`src/rtl/cfa_pkg.sv`:
```
// Shared types and constants for the CFLog writer: FSM encoding, record sizes,
// marker/exit words and the event record carried through the event FIFO.
package cfa_pkg;

    typedef enum logic [3:0] {
        S_IDLE,
        S_WR_SRC,
        S_WR_DST,
        S_WR_MARK,
        S_WR_CHI,
        S_WR_CLO,
        S_UPD_CHI,
        S_UPD_CLO,
        S_FLUSH
    } wr_state_e;

    localparam int unsigned BRANCH_WORDS = 2;
    localparam int unsigned LOOP_WORDS   = 3;

    localparam logic [15:0] LOOP_MARK_DEF = 16'hffff;
    localparam logic [15:0] TCB_EXIT_DEF  = 16'hdffe;

    typedef struct packed {
        logic [15:0] src;
        logic [15:0] dest;
        logic        loop_flag;
        logic [31:0] ctr;
    } cfa_evt_t;

    localparam int unsigned EVT_W = $bits(cfa_evt_t);

    // Byte address of a 16-bit log word.
    function automatic logic [15:0] word_addr(input logic [15:0] base, input logic [15:0] idx);
        return base + (idx << 1);
    endfunction

endpackage

```
`src/rtl/cflog_evt_fifo.sv`:
```
// Synchronous event FIFO with show-ahead read data; a push while full is dropped
// and a clear discards everything, including a same-cycle push.
module cflog_evt_fifo #(
    parameter int unsigned WIDTH = 65,
    parameter int unsigned DEPTH = 4
) (
    input  logic             clk,
    input  logic             reset,
    input  logic             i_push,
    input  logic             i_pop,
    input  logic             i_clear,
    input  logic [WIDTH-1:0] i_wdata,
    output logic [WIDTH-1:0] o_rdata,
    output logic             o_full,
    output logic             o_empty
);

    localparam int unsigned AW = (DEPTH > 1) ? $clog2(DEPTH) : 1;
    localparam logic [AW:0] FULL_CNT = DEPTH[AW:0];

    logic [WIDTH-1:0] r_mem [DEPTH];
    logic [AW-1:0]    r_rd_ptr;
    logic [AW-1:0]    r_wr_ptr;
    logic [AW:0]      r_count;
    logic             w_do_push;
    logic             w_do_pop;

    assign o_full    = (r_count == FULL_CNT);
    assign o_empty   = (r_count == '0);
    assign o_rdata   = r_mem[r_rd_ptr];
    assign w_do_push = i_push && !o_full && !i_clear;
    assign w_do_pop  = i_pop && !o_empty && !i_clear;

    // NOTE: storage has no reset; the count and pointers alone define validity.
    always_ff @(posedge clk) begin
        if (w_do_push) begin
            r_mem[r_wr_ptr] <= i_wdata;
        end
    end

    // NOTE: state registers use non-blocking assignment so every flop samples pre-edge values.
    always_ff @(posedge clk) begin
        if (reset || i_clear) begin
            r_rd_ptr <= '0;
            r_wr_ptr <= '0;
            r_count  <= '0;
        end else begin
            if (w_do_push) r_wr_ptr <= r_wr_ptr + 1'b1;
            if (w_do_pop)  r_rd_ptr <= r_rd_ptr + 1'b1;
            case ({w_do_push, w_do_pop})
                2'b10:   r_count <= r_count + 1'b1;
                2'b01:   r_count <= r_count - 1'b1;
                default: r_count <= r_count;
            endcase
        end
    end

endmodule

```
`src/rtl/cflog_writer.sv`:
```
// Serialises control-flow events into the CFLog as 16-bit words: branch pairs,
// in-place loop counter records, and flush handshaking with the TCB.
module cflog_writer
    import cfa_pkg::*;
#(
    parameter logic [15:0] LOG_BASE   = 16'he000,
    parameter int unsigned LOG_WORDS  = 256,
    parameter int unsigned FIFO_DEPTH = 4,
    parameter logic [15:0] TCB_EXIT   = TCB_EXIT_DEF,
    parameter logic [15:0] LOOP_MARK  = LOOP_MARK_DEF
) (
    input  logic        clk,
    input  logic        reset,
    input  logic        hw_wr_en,
    input  logic [15:0] prev_pc,
    input  logic [15:0] pc,
    input  logic [15:0] loop_detect,
    input  logic [31:0] loop_ctr,
    output logic        log_wr_en,
    output logic [15:0] log_addr,
    output logic [15:0] log_wdata,
    output logic [15:0] log_ptr,
    output logic        flush_req,
    output logic        ovf
);

    localparam logic [16:0] CAP = 17'(LOG_WORDS);

    cfa_evt_t    w_push_evt, w_head;
    wr_state_e   r_state, w_state_nxt, w_disp_state;
    logic        w_full, w_empty, w_pop, w_clear, w_dispatch;
    logic [15:0] r_ptr, w_ptr_nxt, r_rec_addr, w_rec_addr_nxt, w_disp_rec_addr;
    logic [15:0] w_idx, w_disp_idx, w_wdata, w_disp_wdata, r_dest, w_dest_nxt;
    logic [31:0] r_ctr, w_ctr_nxt;
    logic        r_rec_open, w_rec_open_nxt, w_disp_rec_open;
    logic        w_wr_en, w_disp_wr_en;
    logic        r_wr_en, r_flush_req, r_ovf;
    logic [15:0] r_addr, r_wdata;

    assign w_push_evt = '{src: prev_pc, dest: pc, loop_flag: |loop_detect, ctr: loop_ctr};

    cflog_evt_fifo #(
        .WIDTH (EVT_W),
        .DEPTH (FIFO_DEPTH)
    ) u_fifo (
        .clk     (clk),
        .reset   (reset),
        .i_push  (hw_wr_en),
        .i_pop   (w_pop),
        .i_clear (w_clear),
        .i_wdata (w_push_evt),
        .o_rdata (w_head),
        .o_full  (w_full),
        .o_empty (w_empty)
    );

    // What the head event turns into if popped now; an event that does not fit goes to FLUSH.
    always_comb begin
        w_disp_state    = S_FLUSH;
        w_disp_wr_en    = 1'b0;
        w_disp_idx      = r_ptr;
        w_disp_wdata    = 16'h0000;
        w_disp_rec_open = r_rec_open;
        w_disp_rec_addr = r_rec_addr;
        if (!w_head.loop_flag) begin
            w_disp_rec_open = 1'b0;
            if ({1'b0, r_ptr} + 17'(BRANCH_WORDS) <= CAP) begin
                w_disp_state = S_WR_SRC;
                w_disp_wr_en = 1'b1;
                w_disp_wdata = w_head.src;
            end
        end else if (r_rec_open) begin
            w_disp_state = S_UPD_CHI;
            w_disp_wr_en = 1'b1;
            w_disp_idx   = r_rec_addr;
            w_disp_wdata = w_head.ctr[31:16];
        end else if ({1'b0, r_ptr} + 17'(LOOP_WORDS) <= CAP) begin
            w_disp_state    = S_WR_MARK;
            w_disp_wr_en    = 1'b1;
            w_disp_wdata    = LOOP_MARK;
            w_disp_rec_open = 1'b1;
            w_disp_rec_addr = r_ptr + 16'd1;
        end
    end

    // NOTE: every signal gets a default before the case so no path infers a latch.
    always_comb begin
        w_state_nxt    = r_state;
        w_pop          = 1'b0;
        w_clear        = 1'b0;
        w_dispatch     = 1'b0;
        w_wr_en        = 1'b0;
        w_idx          = r_ptr;
        w_wdata        = 16'h0000;
        w_ptr_nxt      = r_ptr;
        w_rec_open_nxt = r_rec_open;
        w_rec_addr_nxt = r_rec_addr;
        w_dest_nxt     = r_dest;
        w_ctr_nxt      = r_ctr;
        case (r_state)
            S_IDLE: begin
                if (r_ovf) w_state_nxt = S_FLUSH;
                else       w_dispatch  = !w_empty;
            end
            S_WR_SRC: begin
                w_state_nxt = S_WR_DST;
                w_wr_en     = 1'b1;
                w_idx       = r_ptr + 16'd1;
                w_wdata     = r_dest;
                w_ptr_nxt   = r_ptr + 16'(BRANCH_WORDS);
            end
            S_WR_MARK: begin
                w_state_nxt = S_WR_CHI;
                w_wr_en     = 1'b1;
                w_idx       = r_ptr + 16'd1;
                w_wdata     = r_ctr[31:16];
            end
            S_WR_CHI: begin
                w_state_nxt = S_WR_CLO;
                w_wr_en     = 1'b1;
                w_idx       = r_ptr + 16'd2;
                w_wdata     = r_ctr[15:0];
                w_ptr_nxt   = r_ptr + 16'(LOOP_WORDS);
            end
            S_UPD_CHI: begin
                w_state_nxt = S_UPD_CLO;
                w_wr_en     = 1'b1;
                w_idx       = r_rec_addr + 16'd1;
                w_wdata     = r_ctr[15:0];
            end
            // Last word of a record: chain straight into the next event to keep one word per cycle.
            S_WR_DST, S_WR_CLO, S_UPD_CLO: begin
                if (w_empty) w_state_nxt = S_IDLE;
                else         w_dispatch  = 1'b1;
            end
            S_FLUSH: begin
                if (pc == TCB_EXIT) begin
                    w_state_nxt    = S_IDLE;
                    w_clear        = 1'b1;
                    w_ptr_nxt      = 16'h0000;
                    w_rec_open_nxt = 1'b0;
                end
            end
            default: w_state_nxt = S_IDLE;
        endcase
        if (w_dispatch) begin
            w_pop          = 1'b1;
            w_state_nxt    = w_disp_state;
            w_wr_en        = w_disp_wr_en;
            w_idx          = w_disp_idx;
            w_wdata        = w_disp_wdata;
            w_rec_open_nxt = w_disp_rec_open;
            w_rec_addr_nxt = w_disp_rec_addr;
            w_dest_nxt     = w_head.dest;
            w_ctr_nxt      = w_head.ctr;
        end
    end

    always_ff @(posedge clk) begin
        if (reset) begin
            r_state     <= S_IDLE;
            r_ptr       <= 16'h0000;
            r_rec_open  <= 1'b0;
            r_rec_addr  <= 16'h0000;
            r_dest      <= 16'h0000;
            r_ctr       <= 32'h0;
            r_wr_en     <= 1'b0;
            r_addr      <= LOG_BASE;
            r_wdata     <= 16'h0000;
            r_flush_req <= 1'b0;
            r_ovf       <= 1'b0;
        end else begin
            r_state     <= w_state_nxt;
            r_ptr       <= w_ptr_nxt;
            r_rec_open  <= w_rec_open_nxt;
            r_rec_addr  <= w_rec_addr_nxt;
            r_dest      <= w_dest_nxt;
            r_ctr       <= w_ctr_nxt;
            r_wr_en     <= w_wr_en;
            r_flush_req <= (w_state_nxt == S_FLUSH);
            if (w_wr_en) begin
                r_addr  <= word_addr(LOG_BASE, w_idx);
                r_wdata <= w_wdata;
            end
            if (w_clear)               r_ovf <= 1'b0;
            else if (hw_wr_en && w_full) r_ovf <= 1'b1;
        end
    end

    assign log_wr_en = r_wr_en;
    assign log_addr  = r_addr;
    assign log_wdata = r_wdata;
    assign log_ptr   = r_ptr;
    assign flush_req = r_flush_req;
    assign ovf       = r_ovf;

endmodule

```
`config.mk`:
```
export PLATFORM = sky130hd
export DESIGN_NAME = cflog_writer
export DESIGN_NICKNAME = d
export VERILOG_FILES = /design/src/rtl/cfa_pkg.sv /design/src/rtl/cflog_evt_fifo.sv /design/src/rtl/cflog_writer.sv
export SDC_FILE = /design/constraint.sdc
export NUM_CORES = 1
export LEC_CHECK = 0
export BUFFER_PORTS_ARGS = -buffer_cell sky130_fd_sc_hd__buf_2
export CORE_AREA = 2 2 179 181
export CTS_CLUSTER_SIZE = 25
export DETAILED_ROUTE_END_ITERATION = 12
export DIE_AREA = 0 0 181 183
export PLACE_DENSITY_LB_ADDON = 0.08
export SLEW_MARGIN = 0
export SYNTH_ARGS = -nofsm -noshare
export SYNTH_HDL_FRONTEND = slang
export SYNTH_SLANG_ARGS = --single-unit
```
`constraint.sdc`:
```
create_clock -name clk -period 3.15 [get_ports clk]
set_input_delay 0.1575 -clock clk [delete_from_list [all_inputs] [get_ports clk]]
set_output_delay 0.1575 -clock clk [all_outputs]
set_load 0.02 [all_outputs]
```
==> impl_metrics.toml, run 1 <==
[status]
status = "finished clean"

[route]
drt-wirelength-per-cell_um = 21.75
routed-via-count = 11630
vias_per_cell = 5.917
drt-pass1-iter-count = 5
postRouteWirelength_mm = 42.77
starting_drt_drc_count = 941
residual_antenna_violating_net_count_after_detailed_routing = 0
post-route-drc-count = 0

[clock_tree]
worst_skew_pair_latency_ps = 560
clkTransAtPathRegs_ps = 60
cts_tree = "done"
clk_sink_count = 387
num_cts_buffers = 42
ctsHtreeMaxLevel = 2
clock_tree.buffer_depth = 3
master_cell_of_the_clock_root_buffer = "sky130_fd_sc_hd__clkbuf_16"

[critical_path]
worstSetupStartpointType = "flop"
setup.reg_to_reg.worst_slack_ps = 110
critPathBufInv = 5
slowest_delay_ps = 390
most_repeated_library_cell_on_the_critical_path = "sky130_fd_sc_hd__buf_4"
timing_worst_setup_path_type = "reg2reg"
path_max_fanout = 21
capturing_element_type_of_the_critical_path = "flop"
critPathArrivalTime_ps = 3450
crit_slowest_cell = "sky130_fd_sc_hd__dfxtp_1"
required_time_reported_for_the_critical_path_endpoint_ps = 3560
critical-path-top-delay-family = "buffers and inverters"
cells_along_the_critical_path = "buf_6 -> nand4_1 -> nor4_2 -> buf_4 -> xnor2_1 -> o211ai_1 -> a2111o_1 -> buf_4 -> nor3_4 -> buf_4 -> buf_12 -> mux2i_1 -> nor2_1"

[final_layout]
multiInputGateArea_mm2 = 0.005884
final_util_pct = 64.83
antenna_cells_inserted = 0
num-nets-final = 1630
nFillCells = 2405
area_delta_synth_final_pct = 21.84
final_cell_mix = "260 x sky130_fd_sc_hd__edfxtp_1, 141 x sky130_fd_sc_hd__nand2_1, 131 x sky130_fd_sc_hd__buf_2, 123 x sky130_fd_sc_hd__dfxtp_1, 114 x sky130_fd_sc_hd__a21oi_1"
layout_commonest_cell = "sky130_fd_sc_hd__edfxtp_1"
final_layout_size_suffix_gt1_share_pct = 23.08
area.sequential_mm2 = 0.01036

[pwr]
vdd_ir_drop_max_uv = 580.7
power_density_mw_per_mm2 = 855.3
cellLeakagePower_uw = 0.007071

[placed_design]
portBuffers = 132
placement.setup.worst_slack_ps = 109.9
dp_hpwl_mm = 27.36
gpl.final_weighted_congestion = 0.9094

[grt]
grt_util_met3_pct = 4.448
use_met2_pct = 44.00
global_route.usage.total_pct = 25.86
grt_start_max_net_pins = 68
grt_util_met1_pct = 33.84
grt_first_pass_wirelength_mm = 66.02
grt_overflow_total = 0
via_count_of_the_first_global_routing_pass = 11600
grt_antenna_before_repair = 0
global_route.peak_usage_layer = "met2"

[timing]
report.final.setup_viol = 0
relSlewSlack_pct = 46.93
worst_hold_slack_ps = 173.0
fmax_mhz = 328.6
min_period_over_period_pct = 96.61
hold_viol_final = 0
fin_ws_ps = 106.7
fin_worst_skew_ps = 25.97
slew_of_the_pin_with_the_lowest_slew_margin_ps = 796.0
timing_max_transition_violations_final = 0
period_needed_ps = 3043

[synthesis]
async_reset_ff_share_pct = 0
synth_seq_area_share_pct = 62.28
yosys_warnings = 0
mappedNetlistArea_mm2 = 0.01662
netlist_top_cells_area = "sky130_fd_sc_hd__edfxtp_1 47%, sky130_fd_sc_hd__dfxtp_1 15%, sky130_fd_sc_hd__mux4_2 8.8%"
synth_nets = 1406
synth_edf_count = 260
synthDominantAreaCellType = "sky130_fd_sc_hd__edfxtp_1"
post_synth_inst_count = 1309
yosys.area.top_type_share_pct = 46.98
synthesized_area_per_cell_um2 = 12.69
synth.ff_latch_count = 387
yosys.cell_types.count = 72
ys.flop_type = "sky130_fd_sc_hd__edfxtp_1"

[floorplan]
fp.dieArea_mm2 = 0.03312
io_pins = 134
die_w_um = 181
initial_core_util_pct = 53.21
floorplan.die.height_um = 183
fp.coreArea_mm2 = 0.03123
fp-row-count = 65

[run]
cap_violations = 0

[hold_path]
min-delay-path-class = "in2reg"
kinds of logic (layout without fill, tap and decap cells):
family                   after synthesis  in the layout  share of synthesized area (%)
other                                  1              1                        0.02257
flip-flops                           387            387                          62.28
buffers and inverters                115            370                          2.771
XOR/XNOR                              40             40                          2.108
adder cells (fa/ha/maj)               15             15                          1.160
AO/OA/AOI/OAI                        294            294                          11.22
AND/OR/NAND/NOR                      370            370                          10.29
multiplexers                          87             87                          10.14
stage by stage:
step	power, µW	setup TNS, ps	std cells	area [µm²]
after floorplan	10320	0	1309	16630
after global placement	12130	0	1820	18060
after global routing	18200	-14.12	1966	20250
after CTS	17290	0	1963	20150
final	17320	0	1966	20250
after detailed placement	12210	0	1820	18060
final cells by class:
cell class	instances	share of cell area [%]
clock inverters	17	1.137
clock buffers	58	5.834
well taps	402	2.484
multi-input cells	807	29.06
flip-flops and latches	387	51.17
repair buffers	274	9.919
inverters	21	0.3893
synthesized netlist by cell type, types with 3 or more instances:
master / n
sky130_fd_sc_hd__edfxtp_1: 260
sky130_fd_sc_hd__nand2_1: 141
sky130_fd_sc_hd__dfxtp_1: 127
sky130_fd_sc_hd__a21oi_1: 114
sky130_fd_sc_hd__nor2_1: 95
sky130_fd_sc_hd__clkbuf_1: 70
sky130_fd_sc_hd__mux4_2: 65
sky130_fd_sc_hd__o21ai_0: 55
sky130_fd_sc_hd__a211oi_1: 38
sky130_fd_sc_hd__nor3_1: 26
sky130_fd_sc_hd__xnor2_1: 23
sky130_fd_sc_hd__mux2i_1: 21
sky130_fd_sc_hd__nand3_1: 20
sky130_fd_sc_hd__inv_1: 19
sky130_fd_sc_hd__nand4_1: 19
sky130_fd_sc_hd__a221o_1: 18
sky130_fd_sc_hd__and2_1: 17
sky130_fd_sc_hd__xor2_1: 17
sky130_fd_sc_hd__ha_1: 13
sky130_fd_sc_hd__buf_2: 11
sky130_fd_sc_hd__buf_1: 10
sky130_fd_sc_hd__o22ai_1: 10
sky130_fd_sc_hd__a31oi_1: 9
sky130_fd_sc_hd__nor4_1: 9
sky130_fd_sc_hd__or3_1: 9
sky130_fd_sc_hd__and3_1: 7
sky130_fd_sc_hd__and4_1: 6
sky130_fd_sc_hd__a221oi_1: 5
sky130_fd_sc_hd__o221ai_1: 5
sky130_fd_sc_hd__a22oi_1: 4
sky130_fd_sc_hd__nand2b_1: 4
sky130_fd_sc_hd__nor2b_1: 4
sky130_fd_sc_hd__a2111oi_0: 3
sky130_fd_sc_hd__o211ai_1: 3
power by group:
group / total [µW] / switching (µW) / internal, µW
combinational: 5500 / 3320 / 2180
sequential: 6810 / 485 / 6320
clock: 5010 / 1970 / 3040
total: 17300 / 5780 / 11500
final timing paths:
| path | start | endpoint | cells past startpoint |
|---|---|---|---|
| min reg2reg | r_ctr[23] | r_ctr[23] | 2 |
| max reg2reg | log_ptr[3] | r_rec_addr[1] | 13 |
| max | log_ptr[3] | r_rec_addr[1] | 13 |
| min | reset | r_rec_addr[8] | 2 |
worst register-to-register path, delay by kind of cell, from the launching register on:
kind | cells | cell delay (ps)
multiplexers | 1 | 190
AO/OA/AOI/OAI | 2 | 520
flip-flops | 1 | 390
XOR/XNOR | 1 | 120
AND/OR/NAND/NOR | 4 | 770
buffers and inverters | 5 | 910
layer usage:
layer / vias to the layer above / part of all wire (%)
met2: 319 / 50
met5: - / 0
met1: 5801 / 42
li1: 5428 / -
met3: 84 / 5.0
met4: 0 / 3.1
timing repair:
item,4_1_cts,5_1_grt
endpoints found under the setup margin,0,29
resized for setup,0,10
hold buffers,68,0
endpoints found under the hold margin,261,0
buffers inserted,0,2
state kept, by name (all words and copies together) (netlist names), named ones only:
name,cells
r_dest,16
r_ctr,32
log_wr_en,1
ovf,1
u_fifo.r_mem,260
log_ptr,16
u_fifo.r_rd_ptr,2
log_wdata,16
r_state,4
log_addr,15
u_fifo.r_wr_ptr,2
r_rec_open,1
u_fifo.r_count,3
r_rec_addr,15
flush_req,1
Note: power is estimated with default switching activity, not from simulation.
==> run 2: changes to the inputs <==
==> constraint.sdc (replaced) <==
create_clock -name clk -period 3.15 [get_ports clk]
set_input_delay 0.63 -clock clk [delete_from_list [all_inputs] [get_ports clk]]
set_output_delay 0.63 -clock clk [all_outputs]
set_load 0.02 [all_outputs]
==> run 2 against run 1 <==
  * Clock skew decreased by 2.2 ps
  * Setup slack got worse by 2.4 ps
  * Critical endpoint is now log_wdata[11]
  * Wire length decreased by 2.6%
  * Highest routed layer is now met5
  * Clock power decreased by 8.2%
==> impl_metrics.toml, run 2 (same netlist as run 1, synthesis figures left out) <==
[status]
status = "finished clean"

[route]
postRouteWirelength_mm = 41.66
starting_drt_drc_count = 934
residual_antenna_violating_net_count_after_detailed_routing = 0
post-route-drc-count = 0
vias_per_cell = 5.987
drt-wirelength-per-cell_um = 21.90
routed-via-count = 11390
drt-pass1-iter-count = 7

[timing]
fin_worst_skew_ps = 23.77
relSlewSlack_pct = 29.06
min_period_over_period_pct = 96.69
report.final.setup_viol = 0
slew_of_the_pin_with_the_lowest_slew_margin_ps = 1064
fmax_mhz = 328.3
timing_max_transition_violations_final = 0
worst_hold_slack_ps = 292.5
period_needed_ps = 3046
hold_viol_final = 0
setup_total_negative_slack_ps = 0

[clock_tree]
worst_skew_pair_latency_ps = 550
master_cell_of_the_clock_root_buffer = "sky130_fd_sc_hd__clkbuf_16"
clkTransAtPathRegs_ps = 60
clk_sink_count = 387
cts_tree = "done"
ctsHtreeMaxLevel = 2
clock_tree.buffer_depth = 3
num_cts_buffers = 40
cts_hold_repair.buffers = 0

[final_layout]
antenna_cells_inserted = 0
largest_registers = "u_fifo.r_mem (260), r_ctr (32)"
final_cell_mix = "260 x sky130_fd_sc_hd__edfxtp_1, 141 x sky130_fd_sc_hd__nand2_1, 131 x sky130_fd_sc_hd__buf_2, 123 x sky130_fd_sc_hd__dfxtp_1, 114 x sky130_fd_sc_hd__a21oi_1"
num-nets-final = 1566
layoutNonFillerInstCount = 1902
largest_register_ff_count = 260
area_delta_synth_final_pct = 16.87
final_layout_size_suffix_gt1_share_pct = 23.93
layout_commonest_cell = "sky130_fd_sc_hd__edfxtp_1"
largest_register = "u_fifo.r_mem"

[grt]
via_count_of_the_first_global_routing_pass = 10980
grt_antenna_before_repair = 3
grt_overflow_total = 0
grt_start_max_net_pins = 66
global_route.usage.total_pct = 25.12
grt_first_pass_wirelength_mm = 64.01

[floorplan]
fp.coreArea_mm2 = 0.03123
floorplan.die.height_um = 183
io_pins = 134
fp.dieArea_mm2 = 0.03312
fp-row-count = 65
die_w_um = 181
initial_core_util_pct = 53.21

[pwr]
cellLeakagePower_uw = 0.006735
switching_fraction_pct = 33.90
internal_power_uw = 11170
vdd_ir_drop_max_uv = 546.4
seqPwrFrac_pct = 40.2
power_density_mw_per_mm2 = 870.1
power_switching_uw = 5728
comb_power_share_pct = 32.5
power.share.clock_pct = 27.2

[critical_path]
critPathBufInv = 5
timing.rr.start = "log_ptr[1]"
critical_path.startpoint = "log_ptr[1]"
setup.reg_to_reg.worst_slack_ps = 100
critical-path-top-delay-family = "compound AO/OA/AOI/OAI gates"
worstSetupStartpointType = "flop"
most_repeated_library_cell_on_the_critical_path = "sky130_fd_sc_hd__buf_12"
cells_along_the_critical_path = "inv_2 -> ha_2 -> a2111oi_4 -> a31o_1 -> nand3_1 -> o211a_1 -> a2111o_1 -> buf_4 -> nor3_4 -> buf_6 -> buf_12 -> buf_12 -> a211oi_1 -> a21oi_1"
path_max_fanout = 8
crit_slowest_cell = "sky130_fd_sc_hd__a2111o_1"
slowest_delay_ps = 470
critPathArrivalTime_ps = 3520
capturing_element_type_of_the_critical_path = "flop"
required_time_reported_for_the_critical_path_endpoint_ps = 3620
timing_worst_setup_path_type = "reg2reg"

[placed_design]
dp_hpwl_mm = 27.34
portBuffers = 132
gpl.final_weighted_congestion = 0.9021
placed_cells = 1818

[hold_path]
min_from = "loop_ctr[13]"
min-delay-path-class = "in2reg"

[run]
cap_violations = 0
==> run 2: cell count changes in the layout (fill, tap and decap cells not counted), moves of 3 or more <==
cell / before / now
sky130_fd_sc_hd__dlygate4sd3_1: 68 / 0
sky130_fd_sc_hd__clkbuf_16: 43 / 40
sky130_fd_sc_hd__buf_12: 7 / 4
sky130_fd_sc_hd__clkinv_1: 5 / 8
sky130_fd_sc_hd__bufinv_16: 5 / 2
sky130_fd_sc_hd__buf_4: 66 / 75
==> run 2: layout make-up <==
| cell class | instances | area [µm²] |
|---|---|---|
| clock buffer | 56 | 1111 |
| clock inverter | 17 | 177.7 |
| fill | 2496 | 11810 |
| inverter | 21 | 78.83 |
| multi-input combinational | 807 | 5869 |
| sequential | 387 | 10360 |
| tap | 402 | 503.0 |
| timing repair buffer | 212 | 1321 |
==> run 2: stage by stage <==
step	cell area [µm²]	setup slack, ps	util, %	power, µW
4_1_cts	19270	104.4	61.69	16750
5_1_grt	19420	-6.211	62.19	17730
2_1_floorplan	16630	0.1683	-	10320
3_3_place_gp	17980	157.4	57.57	12100
6_report	19420	104.4	62.19	16900
3_5_place_dp	17980	113.1	57.57	12170
==> run 2: final timing paths <==
path	to	cells after the start
setup / recovery	log_wdata[11]	14
hold / removal	u_fifo.r_mem[1][13]	1
setup reg to reg	log_wdata[11]	14
hold reg to reg	r_dest[11]	2
==> run 2: timing repair <==
action	in CTS	in global routing
resized for setup	0	12
endpoints found under the setup margin	0	19
buffers inserted	0	11
endpoints found under the hold margin	0	0
==> run 2: layer usage <==
metal  GRT usage (%)  vias up  wire (µm)
li1                -     5308          -
met1           34.32     5612      17660
met2           41.38      385      20220
met3           4.091       77       2529
met4           8.618        6       1216
met5               0        -         34
==> run 2: power by group through the flow <==
| stage | registers [µW] | clock network (µW) | logic [µW] |
|---|---|---|---|
| detailed placement | 6900 | 0 | 5260 |
| global route | 6880 | 4890 | 5960 |
| finish | 6800 | 4600 | 5500 |
| global placement | 6870 | 0 | 5230 |
| floorplan | 6890 | 0 | 3420 |
| CTS | 6800 | 4670 | 5280 |
==> run 3: changes to the inputs <==
--- a/config.mk
+++ b/config.mk
@@ -11,5 +11,6 @@
 export DETAILED_ROUTE_END_ITERATION = 12
 export DIE_AREA = 0 0 181 183
-export PLACE_DENSITY_LB_ADDON = 0.08
+export GPL_TIMING_DRIVEN = 0
+export PLACE_DENSITY = 0.83
 export SLEW_MARGIN = 0
 export SYNTH_ARGS = -nofsm -noshare
==> constraint.sdc (replaced) <==
create_clock -name clk -period 3.15 [get_ports clk]
set_input_delay 0.1575 -clock clk [delete_from_list [all_inputs] [get_ports clk]]
set_output_delay 0.1575 -clock clk [all_outputs]
set_load 0.02 [all_outputs]
==> run 3 against run 2 <==
  * Design area up 4.7%
  * Non-clock buffer count up 92
  * Wire length up 11%
  * Utilization increased by 2.9 points
==> impl_metrics.toml, run 3 (same netlist as run 1, synthesis figures left out) <==
[status]
status = "finished clean"

[timing]
slew_of_the_pin_with_the_lowest_slew_margin_ps = 933.6
relSlewSlack_pct = 37.76
period_needed_ps = 3101
report.final.setup_viol = 0
min_period_over_period_pct = 98.45
rsz0062_at_grt = "true"
timing_max_transition_violations_final = 0
hold_viol_final = 0
fmax_mhz = 322.4
fin_worst_skew_ps = 23.51
worst_hold_slack_ps = 43.27

[final_layout]
largest_registers = "u_fifo.r_mem (260), r_ctr (32)"
final_cell_mix = "260 x sky130_fd_sc_hd__edfxtp_1, 140 x sky130_fd_sc_hd__nand2_1, 140 x sky130_fd_sc_hd__buf_2, 124 x sky130_fd_sc_hd__dfxtp_1, 114 x sky130_fd_sc_hd__a21oi_1"
largest_register_ff_count = 260
largest_register = "u_fifo.r_mem"
area_delta_synth_final_pct = 22.39
final_layout_size_suffix_gt1_share_pct = 21.98
layout_commonest_cell = "sky130_fd_sc_hd__edfxtp_1"
num-nets-final = 1658
post-route-cell-area_mm2 = 0.02034
antenna_cells_inserted = 0
layoutNonFillerInstCount = 1994

[grt]
grt_antenna_before_repair = 0
grt_first_pass_wirelength_mm = 70.77
grt_start_max_net_pins = 62
global_route.usage.total_pct = 27.92
grt_overflow_total = 0
via_count_of_the_first_global_routing_pass = 12370

[placed_design]
portBuffers = 131
dp_hpwl_mm = 30.87
gpl.final_weighted_congestion = 0.9534
placement.cell_area_mm2 = 0.01789
placed_cells = 1846

[floorplan]
io_pins = 134
die_w_um = 181
fp.coreArea_mm2 = 0.03123
fp-row-count = 65
fp.dieArea_mm2 = 0.03312
initial_core_util_pct = 53.21
floorplan.die.height_um = 183

[pwr]
power_density_mw_per_mm2 = 876.0
vdd_ir_drop_max_uv = 544.4
cellLeakagePower_uw = 0.007023

[critical_path]
path_max_fanout = 4
critPathArrivalTime_ps = 3490
capturing_element_type_of_the_critical_path = "flop"
timing_worst_setup_path_type = "reg2reg"
required_time_reported_for_the_critical_path_endpoint_ps = 3540
worstSetupStartpointType = "flop"

[clock_tree]
clk_sink_count = 387
num_cts_buffers = 40
clkTransAtPathRegs_ps = 70
cts_tree = "done"
worst_skew_pair_latency_ps = 560
ctsHtreeMaxLevel = 2
master_cell_of_the_clock_root_buffer = "sky130_fd_sc_hd__clkbuf_16"
clock_tree.buffer_depth = 3

[hold_path]
min-delay-path-class = "in2reg"

[route]
drt-wirelength-per-cell_um = 23.22
drt-pass1-iter-count = 5
post-route-drc-count = 0
vias_per_cell = 6.246
postRouteWirelength_mm = 46.30
starting_drt_drc_count = 1600
routed-via-count = 12450
residual_antenna_violating_net_count_after_detailed_routing = 0

[run]
cap_violations = 0
[run 3: stage by stage]
step | utilization, % | setup slack (ps) | total power, µW | setup TNS (ps)
floorplan | - | 0.1683 | 10320 | 0
global placement | 56.96 | -1294 | 11900 | -360750
detailed placement | 57.28 | -680.1 | 12100 | -27160
CTS | 64.80 | 14.69 | 17590 | 0
global route | 65.12 | -24.00 | 18460 | -29.58
finish | 65.12 | 48.68 | 17820 | 0
[run 3: area by class of cell]
cell class              count  area, µm²
fillers                  2219      10890
flip-flops and latches    387      10360
multi-input cells         807       5981
repair buffers            215       1534
clock buffers              46       1023
well taps                 402      503.0
plain buffers              89      452.9
clock inverters            27      399.1
inverters                  21      85.08
[run 3: worst paths after layout]
path | from | to | slack (ps) | cells after the start
worst max register to register | log_ptr[1] | log_addr[4] | 50 | 13
worst min register to register | r_ctr[21] | r_ctr[21] | 460 | 2
worst max-delay path | log_ptr[1] | log_addr[4] | 50 | 13
worst min-delay path | loop_detect[14] | u_fifo.r_mem[3][32] | 40 | 3
[run 3: what timing repair did]
action                     4_1_cts  5_1_grt
pin swaps                        7       11
hold buffers                    65        0
hold endpoints to repair       258        0
setup endpoints to repair       82       54
resized for setup               53       33
setup buffers                   12        3
[run 3: power by group]
part / internal [µW] / leakage [µW] / switching, µW
Sequential: 6320 / 0.00342 / 497
Clock: 3100 / 0.000694 / 2040
Combinational: 2190 / 0.00291 / 3670
Total: 11600 / 0.00702 / 6200
[run 3: per-layer routing]
metal / share of wire [%] / up-vias / track usage, %
li1: - / 5492 / -
met1: 38 / 6118 / 35.12
met2: 50 / 685 / 47.80
met3: 7.7 / 159 / 4.746
met4: 4.6 / 0 / 12.68
met5: 0 / - / 0
[run 3: worst max-delay path: stages, from the launching register on]
cell                         delay (ps)
sky130_fd_sc_hd__dfxtp_4            350
sky130_fd_sc_hd__clkbuf_16          140
sky130_fd_sc_hd__clkinvlp_4          90
sky130_fd_sc_hd__buf_6              110
sky130_fd_sc_hd__ha_4               160
sky130_fd_sc_hd__or3b_4             390
sky130_fd_sc_hd__o31ai_4             80
sky130_fd_sc_hd__nand4_1            140
sky130_fd_sc_hd__a21o_1             180
sky130_fd_sc_hd__a2111o_1           560
sky130_fd_sc_hd__and3_4             260
sky130_fd_sc_hd__buf_4              140
sky130_fd_sc_hd__nor3_1             240
sky130_fd_sc_hd__nor3_1              90
